--- config.mk ---
export PLATFORM = sky130hd
export DESIGN_NAME = div_unit
export DESIGN_NICKNAME = d
export VERILOG_FILES = /design/src/rtl/div_unit.sv
export SDC_FILE = /design/constraint.sdc
export NUM_CORES = 1
export LEC_CHECK = 0
export CORE_MARGIN = 2
export CORE_UTILIZATION = 54
export CTS_CLUSTER_SIZE = 10
export DETAILED_ROUTE_END_ITERATION = 10
export GPL_ROUTABILITY_DRIVEN = 0
export PLACE_DENSITY_LB_ADDON = 0.08
export SYNTH_ARGS = -nofsm -noshare
export SYNTH_HDL_FRONTEND = slang
export SYNTH_SLANG_ARGS = --single-unit
--- constraint.sdc ---
create_clock -name clk -period 3.3 [get_ports clk]
set_input_delay 0.66 -clock clk [delete_from_list [all_inputs] [get_ports clk]]
set_output_delay 0.66 -clock clk [all_outputs]
set_load 0.03 [all_outputs]
--- src/rtl/div_unit.sv ---
// Multi-cycle radix-2 restoring divider beside the EX stage.
// Define DIV_SIGNED_EN to build signed (DIV) support; default is unsigned only.
module div_unit #(
    parameter int DATA_W = 32
) (
    input  logic                  clk,
    input  logic                  rst,
    input  logic                  start_i,
    input  logic                  annul_i,
    input  logic                  signed_div_i,
    input  logic [DATA_W-1:0]     opdata1_i,
    input  logic [DATA_W-1:0]     opdata2_i,
    output logic [2*DATA_W-1:0]   result_o,
    output logic                  ready_o
);

    localparam int CW = $clog2(DATA_W) + 1;

    typedef enum logic [1:0] {
        FREE,
        BYZERO,
        ON,
        END
    } state_e;

    state_e              state_q, state_d;
    logic [CW-1:0]       cnt_q, cnt_d;
    logic [2*DATA_W:0]   work_q, work_d;
    logic [DATA_W-1:0]   divisor_q, divisor_d;
    logic [2*DATA_W-1:0] result_q, result_d;
    logic                ready_q, ready_d;

    logic [2*DATA_W:0]   shifted;
    logic [DATA_W:0]     diff;
    logic [DATA_W-1:0]   mag1, mag2;
    logic [DATA_W-1:0]   quot_fix, rem_fix;

`ifdef DIV_SIGNED_EN
    logic neg_quot_q, neg_quot_d;
    logic neg_rem_q, neg_rem_d;
    logic neg1, neg2;

    assign neg1     = signed_div_i & opdata1_i[DATA_W-1];
    assign neg2     = signed_div_i & opdata2_i[DATA_W-1];
    assign mag1     = neg1 ? (~opdata1_i + 1'b1) : opdata1_i;
    assign mag2     = neg2 ? (~opdata2_i + 1'b1) : opdata2_i;
    assign quot_fix = neg_quot_q ? (~work_q[DATA_W-1:0] + 1'b1)
                                 : work_q[DATA_W-1:0];
    assign rem_fix  = neg_rem_q ? (~work_q[2*DATA_W-1:DATA_W] + 1'b1)
                                : work_q[2*DATA_W-1:DATA_W];
`else
    logic unused_sign;

    assign unused_sign = signed_div_i;
    assign mag1        = opdata1_i;
    assign mag2        = opdata2_i;
    assign quot_fix    = work_q[DATA_W-1:0];
    assign rem_fix     = work_q[2*DATA_W-1:DATA_W];
`endif

    // Top bit of work_q is always zero after a step, so the shift drops nothing.
    assign shifted = {work_q[2*DATA_W-1:0], 1'b0};
    assign diff    = shifted[2*DATA_W:DATA_W] - {1'b0, divisor_q};

    always_comb begin
        state_d   = state_q;
        cnt_d     = cnt_q;
        work_d    = work_q;
        divisor_d = divisor_q;
        result_d  = result_q;
        ready_d   = ready_q;
`ifdef DIV_SIGNED_EN
        neg_quot_d = neg_quot_q;
        neg_rem_d  = neg_rem_q;
`endif
        unique case (state_q)
            FREE: begin
                if (start_i && !annul_i) begin
                    if (opdata2_i == '0) begin
                        state_d = BYZERO;
                    end else begin
                        state_d   = ON;
                        work_d    = {{(DATA_W+1){1'b0}}, mag1};
                        divisor_d = mag2;
                        cnt_d     = '0;
`ifdef DIV_SIGNED_EN
                        neg_quot_d = neg1 ^ neg2;
                        neg_rem_d  = neg1;
`endif
                    end
                end
            end
            BYZERO: begin
                state_d  = END;
                result_d = '0;
                ready_d  = 1'b1;
            end
            ON: begin
                if (annul_i) begin
                    state_d = FREE;
                end else if (cnt_q != CW'(DATA_W)) begin
                    if (diff[DATA_W]) begin
                        work_d = {shifted[2*DATA_W:1], 1'b0};
                    end else begin
                        work_d = {diff, shifted[DATA_W-1:1], 1'b1};
                    end
                    cnt_d = cnt_q + 1'b1;
                end else begin
                    result_d = {rem_fix, quot_fix};
                    ready_d  = 1'b1;
                    state_d  = END;
                end
            end
            END: begin
                if (!start_i) begin
                    state_d  = FREE;
                    result_d = '0;
                    ready_d  = 1'b0;
                end
            end
            default: state_d = FREE;
        endcase
    end

    always_ff @(posedge clk) begin
        if (!rst) begin
            state_q   <= FREE;
            cnt_q     <= '0;
            work_q    <= '0;
            divisor_q <= '0;
            result_q  <= '0;
            ready_q   <= 1'b0;
`ifdef DIV_SIGNED_EN
            neg_quot_q <= 1'b0;
            neg_rem_q  <= 1'b0;
`endif
        end else begin
            state_q   <= state_d;
            cnt_q     <= cnt_d;
            work_q    <= work_d;
            divisor_q <= divisor_d;
            result_q  <= result_d;
            ready_q   <= ready_d;
`ifdef DIV_SIGNED_EN
            neg_quot_q <= neg_quot_d;
            neg_rem_q  <= neg_rem_d;
`endif
        end
    end

    assign result_o = result_q;
    assign ready_o  = ready_q;

endmodule

# After elaboration in Yosys (flattened, before gate mapping)
# Cells that the tools add are included.
# W data, S select, Z words.
# classes
n_addsub	2
n_eq_ne	11
n_mux	25
bitwise	1
n_reduce_logical	10
# ops
op	count
$mux W64	8
$pmux W64 S3	1
$pmux W64 S2	1
$sub A33 B32 Y33	1
$logic_not A32 Y1	1
$mux W6	4
$ne A2 B2 Y1 const B	6
$pmux W6 S2	1
$mux W2	5
$pmux W2 S4	1
$add A6 B1 Y6 const B	1
$ne A6 B6 Y1 const B	1
$reduce_and A3 Y1	2
$reduce_and A5 Y1	1
$eq A2 B2 Y1 const B	2
$reduce_and A4 Y1	1
$mux W1	3
$ne A3 B3 Y1 const B	1
$pmux W1 S3	1
$reduce_bool A3 Y1	1
$eq A2 B1 Y1 const B	1
$logic_not A2 Y1	1
$reduce_bool A2 Y1	1
$logic_and A1 B1 Y1	1
other kinds (2)	2
# totals
register_bits	169
inputBits	69
output_inout_bits	65
word_cells	55

# Depth between registers and ports, before layout
# logic_depth
word_depth	5
ltp_mapped	14
mapped_depth_nobuf	13

# Worst setup path after synthesis
# OpenSTA, ideal clock, no wires.
# synth_path
path_kind	reg2reg
start	register divisor_q[25]
end	register work_q[61]
setup_ps	79
t_arrival_ps	2850
t_required_ps	3221
setup_slack_ps	371
stages_incl_launch_ff	14
path_buffers	2
period_less_slack_ps	2929
cell_sequence	dfxtp_1 -> inv_1 -> ha_1 -> buf_2 -> a211o_1 -> a31o_1 -> a211oi_1 -> o31ai_1 -> mux2_4 -> a311oi_4 -> buf_6 -> nand3_1 -> mux2_2 -> o211ai_1
# synth_between
elab_chain_len	5
# synth_lines
item	line_no	rtl
start: declaration	29	logic [DATA_W-1:0] divisor_q, divisor_d;
start signal: assignment	141	divisor_q <= divisor_d;
$sub A33 B32 Y33	63	assign diff = shifted[2*DATA_W:DATA_W] - {1'b0, divisor_q};
$mux W64	102	if (diff[DATA_W]) begin
$mux W64	101	end else if (cnt_q != CW'(DATA_W)) begin
$mux W64	99	if (annul_i) begin
$pmux W64 S2	76	unique case (state_q)
end signal: assignment	140	work_q <= work_d;
end: declaration	28	logic [2*DATA_W:0] work_q, work_d;
# Every way passes these cells. The select of a mux whose other input is x is not followed.
# A chain may end at the register's enable or synchronous reset.

# Final worst setup path
# layout_path
start	register divisor_q[13]
end	register work_q[37]
# The elaborated chain is that of the path after synthesis.

==> results.cfg <==
[critical_path]
cp-end-kind = flip-flop
critPathLaunchType = flip-flop
crit_type = flip-flop to flip-flop
required_ps = 3660
worstPathMaxFanout = 26
worstPathArrival_ps = 3520

[cells_and_area]
fin_util_pct = 69.6
fin_area_um2 = 10600
n_antenna_cell = 0
final_nets = 1305
drive_above_1_share_pct = 6.59
syn2layout_area_growth_pct = 25.8
instances_no_fill = 1402

[yosys]
synth_top_area_share_pct = 40.2
synth_fp_nets = 1202
ys_async_sr_fraction_pct = 0
ys.flop_type = dfxtp_1
synth_warnings = 0
synthCells = 1098
synthesis.area_um2 = 8410
synth_top_family_by_area = simple AND/OR/NAND/NOR gates
avgSynthCellArea_um2 = 7.66
synth_compound_area_share_pct = 20.2
yosys.area_share.xor_xnor_pct = 3.12
muxShareOfSynthArea_pct = 2.83
yosys.area_share.simple_pct = 22.6
synth_fa_ha_area_share_pct = 5.30
synth_largest_area_cell = dfxtp_1
synth_edf_count = 0
synth.area.top_cells = dfxtp_1 (40%), nand2_1 (11%), a21oi_1 (7.9%)
ys_seq_elements = 169
ys_seq_area_share_pct = 40.2
ys_types = 59

[place]
dp_hpwl_um = 14700
place_ws_ps = 140
placed_area_um2 = 9970
dpl.cell_count = 1370
io_buffer_count = 132

[power_and_ir_drop]
finalPower_mw = 5.02
p_switching_mw = 1.39
power_frac_clock_pct = 40.8
p_leak_nw = 3.93
intPower_mw = 3.62
vdd_drop_max_mv = 0.392
powerDensity_nw_per_um2 = 474
pwr-share-comb_pct = 16.7
seq_power_share_pct = 42.5
switching_share_pct = 27.8

[sta]
fin_hold_ws_ps = 447
hold_viol = 0
grt_setup_unrepaired = no
tightest_slew_ps = 946
max_freq_mhz = 317
post-route-period-util_pct = 95.6
tns_ps = 0
fin_ws_ps = 144
maxSlewViolCount = 0
finClkSkew_ps = 10.8
max-slew-margin-rel_pct = 36.8
period_needed_ps = 3160
setup_violations = 0

[die]
fp.dieW_um = 129
initial_core_util_pct = 55.3
die_h_um = 129
rows = 45
design.die.area_um2 = 16600
fp.coreArea_um2 = 15200
num_io_pins = 134

[outcome]
outcome = completed

[drt]
wl_per_cell_um = 14.9
drt_iter0_markers = 544
routed_wl_um = 20900
vias = 7942
ant_nets = 0
drc = 0
first_pass_iters = 5
vias_per_cell = 5.66

[global_route]
grt_pass1_wl_um = 34200
grt_max_degree = 103
grt_pass1_vias = 7094
gr-total-overflow = 0
grt_usage_pct = 25.6
antenna_found_initial = 0

[clock_tree]
insertion_delay_ps = 440
root_buffer = clkbuf_16
cts_resized = 0
cts_buffer_depth = 2
cts_made_buffers = 17
cts.reportedPaths.clkPinSlew_ps = 70
clock-sinks = 169
cts_hold_buf = 0
post-cts-setup-buffers = 0
cts_tree = yes
cts_max_level = 4

[hold_path]
hold_class = flip-flop to flip-flop

[run]
cap_viol_max_count = 0
-- final cells by class --
cell class                      count  area [um2]
Multi-Input combinational cell    806        4570
Timing Repair Buffer              162        1610
Clock inverter                     15         186
Clock buffer                       17         425
Inverter                           45         171
Tap cell                          188         235
Sequential cell                   169        3380
Fill cell                        1287        4620
-- worst max-delay path, stage by stage (launching register included) --
cell and delay, ps:
dfxtp_1 330, inv_1 50, ha_1 380, nand4_1 160, or3_1 430, a211oi_1 400, nand3b_1 190, a211oi_1 110
a311oi_4 300, buf_12 240, mux2_2 340, o21ai_0 130
-- routing by layer --
layer / vias to the layer above / GRT usage, % / wire length, um
met5: - / 0 / 0
met4: 0 / 7.80 / 274
met3: 24 / 4.70 / 970
met2: 195 / 41.7 / 9920
met1: 3695 / 34.7 / 9750
li1: 4028 / - / -
-- cell usage after synthesis, types with 15 or more instances --
cell and instances:
a21oi_1 132, a311oi_1 26, o21ai_0 52, ha_1 34, xor2_1 15, mux2i_1 20
nand3_1 70, nand2_1 247, clkbuf_1 71, dfxtp_1 169, inv_1 44, nor2_1 62
xnor2_1 15
-- power groups by stage --
stage / combinational, mW / clock (mW) / sequential [mW]
after floorplan: 0.583 / 0 / 2.17
after global placement: 0.821 / 0 / 2.18
after detailed placement: 0.828 / 0 / 2.18
after CTS: 0.833 / 2.08 / 2.13
after global routing: 0.922 / 2.18 / 2.14
final: 0.839 / 2.04 / 2.13
-- layout by cell type (no fill, tap or decap), drive strengths merged, types with 12 or more instances in the layout --
cell type and count:
xor2 15, a21o 12, a21oi 132, xnor2 15, nor2 62, clkbuf 17, nand3 70, dfxtp 169
clkdlybuf4s50 132, o21ai 52, buf 30, inv 51, mux2i 20, ha 34, a311oi 27, nand2 247
nand4 12
-- registers in the layout (all words and copies together) (netlist names) --
| signal | flops |
|---|---|
| ready_o | 1 |
| result_o | 64 |
| cnt_q | 6 |
| state_q | 2 |
| work_q | 64 |
| divisor_q | 32 |
-- path summary, 6_finish.rpt --
path,startpoint,to,slack [ps],cells past startpoint
worst max-delay path,divisor_q[13],work_q[37],140,11
worst max register to register,divisor_q[13],work_q[37],140,11
worst min register to register,result_o[56],result_o[56],450,2
worst min-delay path,result_o[56],result_o[56],450,2
-- logic make-up (layout without fill, tap and decap cells) --
family	count (synthesis)	in the layout
buf+inv	123	239
mux	23	23
simple gates	440	440
flops	169	169
xor+xnor	30	30
compound gates	278	278
fa+ha+maj	35	35
Power figures use the tool's default switching activity.
